**config.mk**
```make
export PLATFORM = sky130hd
export DESIGN_NAME = sm_icache
export DESIGN_NICKNAME = d
export VERILOG_FILES = /design/src/rtl/sm_icache.sv
export SDC_FILE = /design/constraint.sdc
export NUM_CORES = 2
export LEC_CHECK = 0
export ABC_AREA = 1
export BUFFER_PORTS_ARGS = -buffer_cell sky130_fd_sc_hd__buf_2
export CORE_UTILIZATION = 25
export CTS_CLUSTER_SIZE = 40
export DETAILED_ROUTE_END_ITERATION = 8
export PLACE_DENSITY = 0.48
export REMOVE_ABC_BUFFERS = 1
export SLEW_MARGIN = 10
export SYNTH_ARGS = -nofsm -noshare
export SYNTH_HDL_FRONTEND = slang
export SYNTH_SLANG_ARGS = --single-unit
```
**constraint.sdc**
```tcl
create_clock -name clk -period 4.2 [get_ports clk]
set_input_delay 0.63 -clock clk [delete_from_list [all_inputs] [get_ports clk]]
set_output_delay 0.63 -clock clk [all_outputs]
set_load 0.02 [all_outputs]
```
**src/rtl/sm_icache.sv**
```systemverilog
// sm_icache: direct-mapped read-only instruction cache, line refill.
// Optional hit/miss counters when ICACHE_STATS_EN is defined.
module sm_icache #(
  parameter int ADDR_W         = 32,
  parameter int LINES          = 16,
  parameter int WORDS_PER_LINE = 4
) (
  input  logic              clk,
  input  logic              rst_n,
  input  logic              cpu_req,
  input  logic [ADDR_W-1:0] cpu_addr,
  output logic [31:0]       cpu_rdata,
  output logic              cpu_ready,
  input  logic              flush,
  output logic              mem_req,
  output logic [ADDR_W-1:0] mem_addr,
  input  logic [31:0]       mem_rdata,
  input  logic              mem_ack
`ifdef ICACHE_STATS_EN
  ,
  output logic [31:0]       stat_hits,
  output logic [31:0]       stat_misses
`endif
);

  localparam int OFF   = $clog2(WORDS_PER_LINE);
  localparam int IDX   = $clog2(LINES);
  localparam int TAG   = ADDR_W - IDX - OFF;
  localparam int DEPTH = LINES * WORDS_PER_LINE;

  typedef enum logic {IDLE, REFILL} state_e;

  state_e             state_q, state_d;
  logic [LINES-1:0]   valid_q, valid_d;
  logic [TAG-1:0]     lat_tag_q, lat_tag_d;
  logic [IDX-1:0]     lat_idx_q, lat_idx_d;
  logic [OFF-1:0]     beat_q, beat_d;
  logic               flushed_q, flushed_d;
  logic               data_we;
  logic               tag_we;

  logic [TAG-1:0]     tag_q  [LINES];
  logic [31:0]        data_q [DEPTH];

  logic [OFF-1:0]     cpu_off;
  logic [IDX-1:0]     cpu_idx;
  logic [TAG-1:0]     cpu_tag;
  logic               hit;
  logic               last;

  assign cpu_off = cpu_addr[OFF-1:0];
  assign cpu_idx = cpu_addr[OFF +: IDX];
  assign cpu_tag = cpu_addr[ADDR_W-1 -: TAG];

  assign hit       = valid_q[cpu_idx] && (tag_q[cpu_idx] == cpu_tag);
  assign cpu_ready = (state_q == IDLE) && cpu_req && hit && !flush;
  assign cpu_rdata = data_q[{cpu_idx, cpu_off}];

  assign last     = (beat_q == OFF'(WORDS_PER_LINE - 1));
  assign mem_req  = (state_q == REFILL);
  assign mem_addr = mem_req ? {lat_tag_q, lat_idx_q, beat_q} : '0;

  // Lookup/refill control: next state, valid bits, latched line, beat.
  always_comb begin
    state_d   = state_q;
    valid_d   = valid_q;
    lat_tag_d = lat_tag_q;
    lat_idx_d = lat_idx_q;
    beat_d    = beat_q;
    flushed_d = flushed_q;
    data_we   = 1'b0;
    tag_we    = 1'b0;
    unique case (state_q)
      IDLE: begin
        if (flush) begin
          valid_d = '0;
        end else if (cpu_req && !hit) begin
          lat_tag_d        = cpu_tag;
          lat_idx_d        = cpu_idx;
          beat_d           = '0;
          flushed_d        = 1'b0;
          valid_d[cpu_idx] = 1'b0;
          state_d          = REFILL;
        end
      end
      REFILL: begin
        if (flush) begin
          valid_d   = '0;
          flushed_d = 1'b1;
        end
        if (mem_ack) begin
          data_we = 1'b1;
          beat_d  = beat_q + OFF'(1);
          if (last) begin
            tag_we             = 1'b1;
            valid_d[lat_idx_q] = !(flushed_q || flush);
            state_d            = IDLE;
          end
        end
      end
      default: state_d = IDLE;
    endcase
  end

  // Control state with asynchronous reset.
  always_ff @(posedge clk or negedge rst_n) begin
    if (!rst_n) begin
      state_q   <= IDLE;
      valid_q   <= '0;
      lat_tag_q <= '0;
      lat_idx_q <= '0;
      beat_q    <= '0;
      flushed_q <= 1'b0;
    end else begin
      state_q   <= state_d;
      valid_q   <= valid_d;
      lat_tag_q <= lat_tag_d;
      lat_idx_q <= lat_idx_d;
      beat_q    <= beat_d;
      flushed_q <= flushed_d;
    end
  end

  // Tag and data arrays: contents need no reset, valid bits guard them.
  always_ff @(posedge clk) begin
    if (data_we) begin
      data_q[{lat_idx_q, beat_q}] <= mem_rdata;
    end
    if (tag_we) begin
      tag_q[lat_idx_q] <= lat_tag_q;
    end
  end

`ifdef ICACHE_STATS_EN
  logic [31:0] hits_q, hits_d;
  logic [31:0] misses_q, misses_d;
  logic        miss_start;

  assign miss_start  = (state_q == IDLE) && cpu_req && !hit && !flush;
  assign stat_hits   = hits_q;
  assign stat_misses = misses_q;

  // Free-running wrapping counters; flush leaves them alone.
  always_comb begin
    hits_d   = hits_q;
    misses_d = misses_q;
    if (cpu_ready) begin
      hits_d = hits_q + 32'd1;
    end
    if (miss_start) begin
      misses_d = misses_q + 32'd1;
    end
  end

  // Counter registers.
  always_ff @(posedge clk or negedge rst_n) begin
    if (!rst_n) begin
      hits_q   <= '0;
      misses_q <= '0;
    end else begin
      hits_q   <= hits_d;
      misses_q <= misses_d;
    end
  end
`endif

endmodule

```
==> reports/metrics.cfg <==
[status]
status = finished clean

[cells_and_area]
layout_commonest_cell = edfxtp_1
nFillCells = 39600
final_cell_mix = edfxtp_1 (2464), nand2_1 (1429), nor2_1 (1133)
fin_util_pct = 29.8
fin_area_um2 = 117000
drive_gt1_share_pct = 11.8
syn_to_final_growth_pct = 18.6
layout.nets = 8120
final_cell_count_no_fill = 13500

[detailed_routing]
wirelength_mm = 329
vias = 65600
first_pass_iters = 5
ant_nets = 0
vias_per_cell = 4.87
drc = 0
routedWlPerCell_um = 24.4
drt_iter0_drc = 6582

[setup_path]
r2r_cells = 6
cp.required_ns = 3.57
slowest_stage = o211ai_1
arrival_ns = 3.53
worst-setup-path-type = primary input to output pin
cp_slowest_stage_delay_ns = 0.52
worstPathMaxFanout = 34
r2r_slack_ns = 1.15
critPathLaunchType = primary input
cp_num_buf_inv = 5
end_kind = output pin
crit_family = buffers and inverters
crit_top_cell = buf_4
path_cells = buf_8, inv_8, buf_4, buf_4, o21ai_0, o22ai_1, nand2_1, nand4_1, a21oi_2, o211ai_1, buf_2
path_depth = 11

[global_routing]
grt_start_max_net_pins = 132
grt_overflow = 0
grt_usage_pct = 16.0
grt_pass1_wl_mm = 466
grt_pass1_vias = 62300
antenna_found_initial = 31

[clock_network]
ctsHtreeMaxLevel = 5
cts_tree = done
clock_latency_ns = 0.90
clockBufferDepth = 4
cts_root_buf = clkbuf_16
clock-sinks = 2514
clk_pin_slew_worst_paths_ns = 0.06
numCtsBuffers = 267

[floorplanning]
io_pins = 135
num_rows = 230
die_area_um2 = 398000
die_w_um = 631
start_util_pct = 25.2
coreArea_um2 = 393000
die_h_um = 631

[placed_design]
place_inst = 13000
place.gp.congestion = 0.801
dp.final_hpwl_mm = 188
dpl_cell_area_um2 = 109000
portBuffers = 134

[power_and_ir_drop]
p_leak_uw = 0.0387
power_uw = 57700
ir_drop_v = 0.000317
power.density_nw_per_um2 = 492

[timing]
fin_worst_skew_ns = 0.0639
finalSetupViolCount = 0
period_share_pct = 99.2
rsz0062_at_grt = false
fin_crit_ns = 4.16
final-hold-violation-count = 0
fmax_mhz = 240
tightest_slew_ns = 1.25
final_max_slew_viol_count = 0
slew_headroom_pct = 16.9

[yosys]
async_reset_ff_share_pct = 1.99
synthCells = 7750
syn_area_um2 = 98900
synth_cell_types = 39
synth-main-ff-cell = edfxtp_1
ys_ff_latch = 2514
synth-edff-count = 2464
synth_seq_area_share_pct = 76.1
synth.avg_cell_area_um2 = 12.8
ys_warn_count = 0

[worst_hold_path]
hold_depth = 3
hold_path.class = primary input to register

[run]
max_cap_viol_count = 0

==> power breakdown <==
group | switching, µW | leakage, µW | internal [µW]
Sequential | 832 | 0.0228 | 28800
Clock | 9730 | 0.00398 | 13000
Combinational | 3930 | 0.0119 | 1340
Total | 14500 | 0.0387 | 43200
==> cells in the mapped netlist, drive strengths merged (3+ instances only) <==
library cell,n,area [µm²]
edfxtp,2464,74000
clkinv,7,26.3
a22o,40,350
o211ai,8,60.1
inv,97,367
a22oi,4,30.0
nand2,1434,5400
dfrtp,50,1250
buf,113,544
o22ai,509,3180
nor3,24,120
nor2,1215,4570
a211oi,3,22.5
a41oi,35,307
nand4,32,200
o21ai,1090,5460
nand3,92,473
a21oi,52,260
clkbuf,384,1440
a221oi,64,561
o221ai,22,193
==> flip-flops by register name, summed over array words and instances, names as in the netlist <==
name / cells
tag_q: 416
lat_tag_q: 26
mem_req: 1
flushed_q: 1
valid_q: 16
data_q: 2048
beat_q: 2
lat_idx_q: 4
==> layout make-up <==
cell class / instances / area [µm²] / area share (%)
tap: 5220 / 6530 / 5.57
clock inverter: 119 / 1020 / 0.871
clock buffer: 340 / 7120 / 6.07
antenna: 2 / 5.00 / 0.00427
timing repair buffer: 528 / 5050 / 4.31
inverter: 104 / 419 / 0.357
sequential: 2514 / 75200 / 64.1
multi-input combinational: 4635 / 21900 / 18.7
==> layer usage <==
metal,share of wire [%],vias up,global-route usage [%]
met1,44,33800,22.0
met5,0.012,-,0
li1,-,29000,-
met2,47,2312,26.4
met3,6.1,478,2.25
met4,2.5,8,4.08
==> timing repair <==
| item | in CTS | in global routing |
|---|---|---|
| endpoints found under the setup margin | 4 | 3 |
| hold buffers | 1 | 0 |
| pin swaps | 1 | 1 |
| resized for setup | 4 | 4 |
| hold endpoints to repair | 22 | 0 |
| setup buffers | 0 | 0 |
==> cells by family (layout without fill, tap and decap cells) <==
logic type / count (synthesis) / in the layout / share of synthesized area (%)
simple gates: 2801 / 2801 / 10.9
flops: 2514 / 2514 / 76.1
compound gates: 1833 / 1833 / 10.6
buf+inv: 601 / 1091 / 2.41
fa+ha+maj: 1 / 1 / 0.0126
other cells: 0 / 2 / 0
==> worst register-to-register path, cell delays in order (launching register included) <==
cell and delay, ns:
dfrtp_1 0.45, nor2_1 0.13, inv_1 0.06, nor2_1 0.09, clkinv_1 0.65, nor2_4 0.89, buf_4 0.46
==> stage by stage <==
step / hold WS, ns / worst slack (ns) / TNS [ns]
2_1_floorplan: 0.334 / -11.78 / -499.15
3_3_place_gp: 0.490 / -0.217 / -0.446
3_5_place_dp: 0.498 / -0.163 / -0.428
4_1_cts: 0.0265 / 0.0131 / 0
5_1_grt: 0.0752 / 0.00547 / 0
6_report: 0.0881 / 0.0351 / 0
==> worst paths after layout <==
path                               from            end
max in group asynchronous         rst_n   lat_tag_q[0]
setup / recovery            cpu_addr[0]  cpu_rdata[20]
min in group asynchronous         rst_n     valid_q[4]
hold / removal                  mem_ack      beat_q[0]
hold reg to reg             valid_q[15]    valid_q[15]
setup reg to reg           lat_idx_q[2]   data_q[0][4]
Power figures use the tool's default switching activity.
